`src/rtl/pll_reconfig_seq.sv`:
```
// pll_reconfig_seq: debounced mode select replays a 6-write PLL reconfig over Avalon-MM then waits for lock; ports: CLK_50M/RESET, mode_sel/force_req in, mgmt_* master, pll_locked in, busy/cur_mode/lock_err out
module pll_reconfig_seq #(
  parameter int MODES = 4,
  parameter int MODE_W = 2,
  parameter int STABLE_CYCLES = 2,
  parameter int LOCK_TIMEOUT = 5_000_000,
  parameter logic [MODES*32-1:0] N_TABLE = '0,
  parameter logic [MODES*32-1:0] M_TABLE = '0,
  parameter logic [MODES*32-1:0] C_TABLE = '0,
  parameter logic [MODES*32-1:0] K_TABLE = '0
) (
  input  logic              CLK_50M,
  input  logic              RESET,
  input  logic [MODE_W-1:0] mode_sel,
  input  logic              force_req,
  input  logic              mgmt_waitrequest,
  output logic              mgmt_write,
  output logic [5:0]        mgmt_address,
  output logic [31:0]       mgmt_writedata,
  input  logic              pll_locked,
  output logic              busy,
  output logic [MODE_W-1:0] cur_mode,
  output logic              lock_err
);
  typedef enum logic [1:0] {IDLE, WR, GAP, LOCK_WAIT} state_t;
  state_t state;
  logic [MODE_W-1:0] mode_s1, mode_s2, mode_prev, acc_mode;
  logic lock_s1, lock_s2;
  logic [1:0] sync_vld;
  logic [7:0] stable_cnt;
  logic have_acc, dirty, force_flag, accept, pending, start;
  logic [2:0] idx;
  logic [31:0] tcnt;

  function automatic logic [5:0] addr_of(input logic [2:0] i);
    return i == 3'd0 ? 6'd0 : i == 3'd1 ? 6'd3 : i == 3'd2 ? 6'd4 :
           i == 3'd3 ? 6'd5 : i == 3'd4 ? 6'd7 : 6'd2;
  endfunction

  function automatic logic [31:0] data_of(input logic [2:0] i, input logic [MODE_W-1:0] m);
    return i == 3'd1 ? N_TABLE[32*m +: 32] : i == 3'd2 ? M_TABLE[32*m +: 32] :
           i == 3'd3 ? C_TABLE[32*m +: 32] : i == 3'd4 ? K_TABLE[32*m +: 32] : 32'd0;
  endfunction

  assign accept = stable_cnt >= 8'(STABLE_CYCLES) && 32'(mode_prev) < MODES;
  assign pending = force_flag || (have_acc && (dirty || acc_mode != cur_mode));
  assign start = state == IDLE && pending;

  always_ff @(posedge CLK_50M)
    if (RESET) begin
      mode_s1 <= '0;
      mode_s2 <= '0;
      lock_s1 <= 1'b0;
      lock_s2 <= 1'b0;
      sync_vld <= 2'b00;
      mode_prev <= '0;
      stable_cnt <= 8'd0;
      acc_mode <= '0;
      have_acc <= 1'b0;
    end else begin
      mode_s1 <= mode_sel;
      mode_s2 <= mode_s1;
      lock_s1 <= pll_locked;
      lock_s2 <= lock_s1;
      sync_vld <= {sync_vld[0], 1'b1};
      mode_prev <= mode_s2;
      stable_cnt <= !sync_vld[1] ? 8'd0 :
                    stable_cnt == 8'd0 || mode_s2 != mode_prev ? 8'd1 :
                    stable_cnt >= 8'(STABLE_CYCLES) ? stable_cnt : stable_cnt + 8'd1;
      if (accept) begin
        acc_mode <= mode_prev;
        have_acc <= 1'b1;
      end
    end

  always_ff @(posedge CLK_50M)
    if (RESET) begin
      state <= IDLE;
      mgmt_write <= 1'b0;
      mgmt_address <= 6'd0;
      mgmt_writedata <= 32'd0;
      busy <= 1'b0;
      cur_mode <= '0;
      lock_err <= 1'b0;
      dirty <= 1'b1;
      force_flag <= 1'b0;
      idx <= 3'd0;
      tcnt <= 32'd0;
    end else begin
      force_flag <= start ? force_req : force_flag | force_req;
      case (state)
        IDLE:
          if (pending) begin
            state <= WR;
            cur_mode <= acc_mode;
            dirty <= 1'b0;
            busy <= 1'b1;
            idx <= 3'd0;
            mgmt_write <= 1'b1;
            mgmt_address <= addr_of(3'd0);
            mgmt_writedata <= data_of(3'd0, acc_mode);
          end
        WR:
          if (!mgmt_waitrequest) begin
            mgmt_write <= 1'b0;
            state <= GAP;
          end
        GAP:
          if (idx == 3'd5) begin
            state <= LOCK_WAIT;
            tcnt <= 32'd0;
          end else begin
            idx <= idx + 3'd1;
            state <= WR;
            mgmt_write <= 1'b1;
            mgmt_address <= addr_of(idx + 3'd1);
            mgmt_writedata <= data_of(idx + 3'd1, cur_mode);
          end
        LOCK_WAIT:
          if (tcnt >= 32'd16 && lock_s2) begin
            busy <= 1'b0;
            lock_err <= 1'b0;
            state <= IDLE;
          end else if (tcnt == 32'(LOCK_TIMEOUT - 1)) begin
            busy <= 1'b0;
            lock_err <= 1'b1;
            state <= IDLE;
          end else
            tcnt <= tcnt + 32'd1;
        default: state <= IDLE;
      endcase
    end
endmodule

```
`config.mk`:
```
export PLATFORM = sky130hd
export DESIGN_NAME = pll_reconfig_seq
export DESIGN_NICKNAME = d
export VERILOG_FILES = /design/src/rtl/pll_reconfig_seq.sv
export SDC_FILE = /design/constraint.sdc
export NUM_CORES = 1
export LEC_CHECK = 0
export ABC_CLOCK_PERIOD_IN_PS = 4100
export CELL_PAD_IN_SITES_DETAIL_PLACEMENT = 1
export CELL_PAD_IN_SITES_GLOBAL_PLACEMENT = 1
export CORE_ASPECT_RATIO = 0.9
export CORE_MARGIN = 8
export CORE_UTILIZATION = 44
export CTS_CLUSTER_DIAMETER = 60
export CTS_CLUSTER_SIZE = 12
export DETAILED_ROUTE_END_ITERATION = 10
export GPL_TIMING_DRIVEN = 0
export PLACE_DENSITY_LB_ADDON = 0.1
export SLEW_MARGIN = 10
export SYNTH_ARGS = -nofsm -noshare
export SYNTH_HDL_FRONTEND = slang
export SYNTH_SLANG_ARGS = --single-unit
```
`constraint.sdc`:
```
create_clock -name CLK_50M -period 4.1 [get_ports CLK_50M]
set_input_delay 1.23 -clock CLK_50M [delete_from_list [all_inputs] [get_ports CLK_50M]]
set_output_delay 1.23 -clock CLK_50M [all_outputs]
set_load 0.03 [all_outputs]
```
==> impl_metrics.toml <==
[drt]
remaining_drc_errors = 0
first_iter_violations = 109
routed_wl_um = 9490
wire_per_inst_um = 16.4
vias_per_cell = 5.48
num_vias = 3167
first_pass_iters = 4
drt.antenna.violating_nets = 0

[placement]
hpwl_um = 6990
routabilityCongestion = 0.770
placed_cell_area_sq_um = 3970
io_buffer_count = 14
pre_cts_slack_ns = 0.487

[cts]
cts_hold_buf = 0
cts_tree = "yes"
cts_made_buffers = 9
clockRootBuffer = "clkbuf_8"
clk_pin_slew_worst_paths_ns = 0.08
htreeDepth = 3
post_cts_resized = 0
cts_num_sinks = 68
cts.path.max_buffers = 2
clkLatencyLatePin_ns = 0.35
post-cts-setup-buffers = 0

[power]
ir_drop_mv = 0.130
p_seq_share_pct = 51.2
power_uw = 1320
clkPwrFrac_pct = 37.4
switchingPower_uw = 364
intPower_uw = 956
p_leak_uw = 0.00158
p_per_area_nw_per_um2 = 319
swShare_pct = 27.6
comb_power_share_pct = 11.3

[run]
cap_violations = 0

[die]
start_util_pct = 45.0
die-area_sq_um = 11300
die_height_um = 102
core_sq_um = 7950
row_count = 31
die_w_um = 111
ios = 50

[worst_setup_path]
cp-start-kind = "primary input"
cp_max_fo = 10
required_ns = 4.32
setup.worst_path.end_class = "register"
timing_worst_setup_path_type = "in -> reg"
crit_arrival_ns = 3.46

[logic_synthesis]
yosys.area.top_type = "dfxtp_1"
async_reset_ff_share_pct = 0
synth_cell_type_count = 52
synthTopCellsByCount = "dfxtp_1, a21oi_1, buf_4"
synth.ff_latch_count = 68
syn_avg_cell_area_sq_um = 8.62
synth_edf_count = 0
syn_area_sq_um = 3580
synth_area_leaders = "dfxtp_1, buf_4, a21oi_1"
yosysWarningCount = 0
ys_seq_area_share_pct = 38.1
syn_inst = 415
synthFlopType = "dfxtp_1"
yosysTopAreaCellShare_pct = 38.1
synth.most_common_cell = "dfxtp_1"

[global_routing]
grt_pass1_vias = 3213
grt_usage_pct = 17.3
grt_max_degree = 12
antenna_found_initial = 0
grt_pass1_wl_um = 16100
grt_overflow_total = 0

[sta]
drv_slew = 0
fmax_ghz = 0.308
fin_setup_tns_ns = 0
worst_slack_ns = 0.858
skew_ns = 0.00796
slew-limit-headroom_pct = 33.9
hold_viol = 0
setup_viol = 0
rsz0062_at_grt = "no"
post-route-period-util_pct = 79.1
worstMarginPinSlew_ns = 0.987
whs_ns = 0.443
period_minus_slack_ns = 3.24

[run_status]
status = "finished, final reports clean"

[cells_and_area]
finish.instance_area_sq_um = 4140
n_antenna_cell = 0
area_delta_synth_final_pct = 15.7
drive_gt1_share_pct = 14.6
nNetsFinal = 491

[hold_path]
hp-class = "reg -> reg"
[final timing paths]
| kind | end | cells past startpoint | slack, ns | startpoint |
|---|---|---|---|---|
| worst max-delay path | tcnt[27] | 6 | 0.86 | RESET |
| worst min-delay path | mode_s2[0] | 1 | 0.44 | mode_s1[0] |
| worst max register to register | tcnt[20] | 7 | 1.56 | tcnt[28] |
| worst min register to register | mode_s2[0] | 1 | 0.44 | mode_s1[0] |
[per-stage QoR]
| step | cells | utilization (%) |
|---|---|---|
| CTS | 578 | 52.0 |
| floorplan | 449 | - |
| detailed placement | 562 | 49.9 |
| global placement | 562 | 49.9 |
| finish | 578 | 52.0 |
| global route | 578 | 52.0 |
[sequential cells by signal (all words and copies together) (netlist names)]
register      count
cur_mode          2
tcnt             32
mode_s1           2
lock_s2           1
mgmt_address      3
sync_vld          2
force_flag        1
lock_s1           1
stable_cnt        8
lock_err          1
have_acc          1
busy              1
acc_mode          2
dirty             1
mode_prev         2
state             2
mgmt_write        1
idx               3
mode_s2           2
[power groups by stage]
stage | Combinational (uW) | Clock [uW] | Sequential, uW
2_1_floorplan | 114 | 0 | 695
3_3_place_gp | 145 | 0 | 692
3_5_place_dp | 146 | 0 | 692
4_1_cts | 147 | 505 | 677
5_1_grt | 162 | 532 | 678
6_report | 149 | 494 | 677
[area by class of cell]
cell class	count	area [sq um]
Inverter	20	75.1
Multi-Input combinational cell	305	1890
Sequential cell	68	1360
Timing Repair Buffer	14	140
Buffer	56	378
Clock inverter	4	25.0
Clock buffer	12	145
Tap cell	99	124
Fill cell	980	3810
[critical path, cell delays in order]
cell             delay (ns)
clkdlybuf4s50_1        0.61
clkinv_1               0.34
o31ai_1                0.26
clkbuf_1               0.49
clkbuf_1               0.44
a21oi_1                0.09
[cell usage in the layout (no fill, tap or decap), types with 3 or more instances in the layout]
| master | netlist | layout |
|---|---|---|
| buf_6 | 4 | 4 |
| and2_1 | 8 | 8 |
| nand2_1 | 28 | 28 |
| dfxtp_1 | 68 | 68 |
| or4_1 | 21 | 21 |
| a21oi_1 | 36 | 36 |
| conb_1 | 1 | 35 |
| nand4_1 | 12 | 12 |
| buf_4 | 35 | 35 |
| mux2i_1 | 6 | 6 |
| nor3_1 | 5 | 5 |
| o31ai_1 | 24 | 24 |
| inv_1 | 19 | 19 |
| nand3_1 | 21 | 21 |
| ha_1 | 10 | 10 |
| and4_1 | 3 | 3 |
| nand4b_1 | 3 | 3 |
| nor2b_1 | 12 | 12 |
| clkbuf_8 | 0 | 10 |
| o21ai_1 | 3 | 3 |
| buf_2 | 5 | 5 |
| xor2_1 | 4 | 4 |
| or3_1 | 3 | 3 |
| clkdlybuf4s50_1 | 0 | 14 |
| nor2_1 | 22 | 22 |
| nor4_1 | 11 | 11 |
| clkbuf_1 | 12 | 14 |
| o311ai_1 | 3 | 3 |
| o21ai_0 | 3 | 3 |
[kinds of logic (layout without fill, tap and decap cells)]
kind of cell / count (synthesis) / count (layout) / synth area share [%]
muxes: 6 / 6 / 1.68
xor gates and xnor gates: 5 / 5 / 1.22
adders and majority gates: 10 / 10 / 3.50
buffers and inverters: 76 / 106 / 12.7
DFF: 68 / 68 / 38.1
and+or+nand+nor: 160 / 160 / 25.7
other: 1 / 35 / 0.105
AOI/OAI and AO/OA: 89 / 89 / 17.0
[metal layers]
| layer | vias up | wire [um] | GRT usage [%] |
|---|---|---|---|
| li1 | 1566 | - | - |
| met1 | 1527 | 4470 | 21.6 |
| met2 | 70 | 4450 | 28.9 |
| met3 | 4 | 534 | 4.80 |
| met4 | 0 | 45 | 4.30 |
| met5 | - | 0 | 0 |
(Power assumes the default switching activity.)
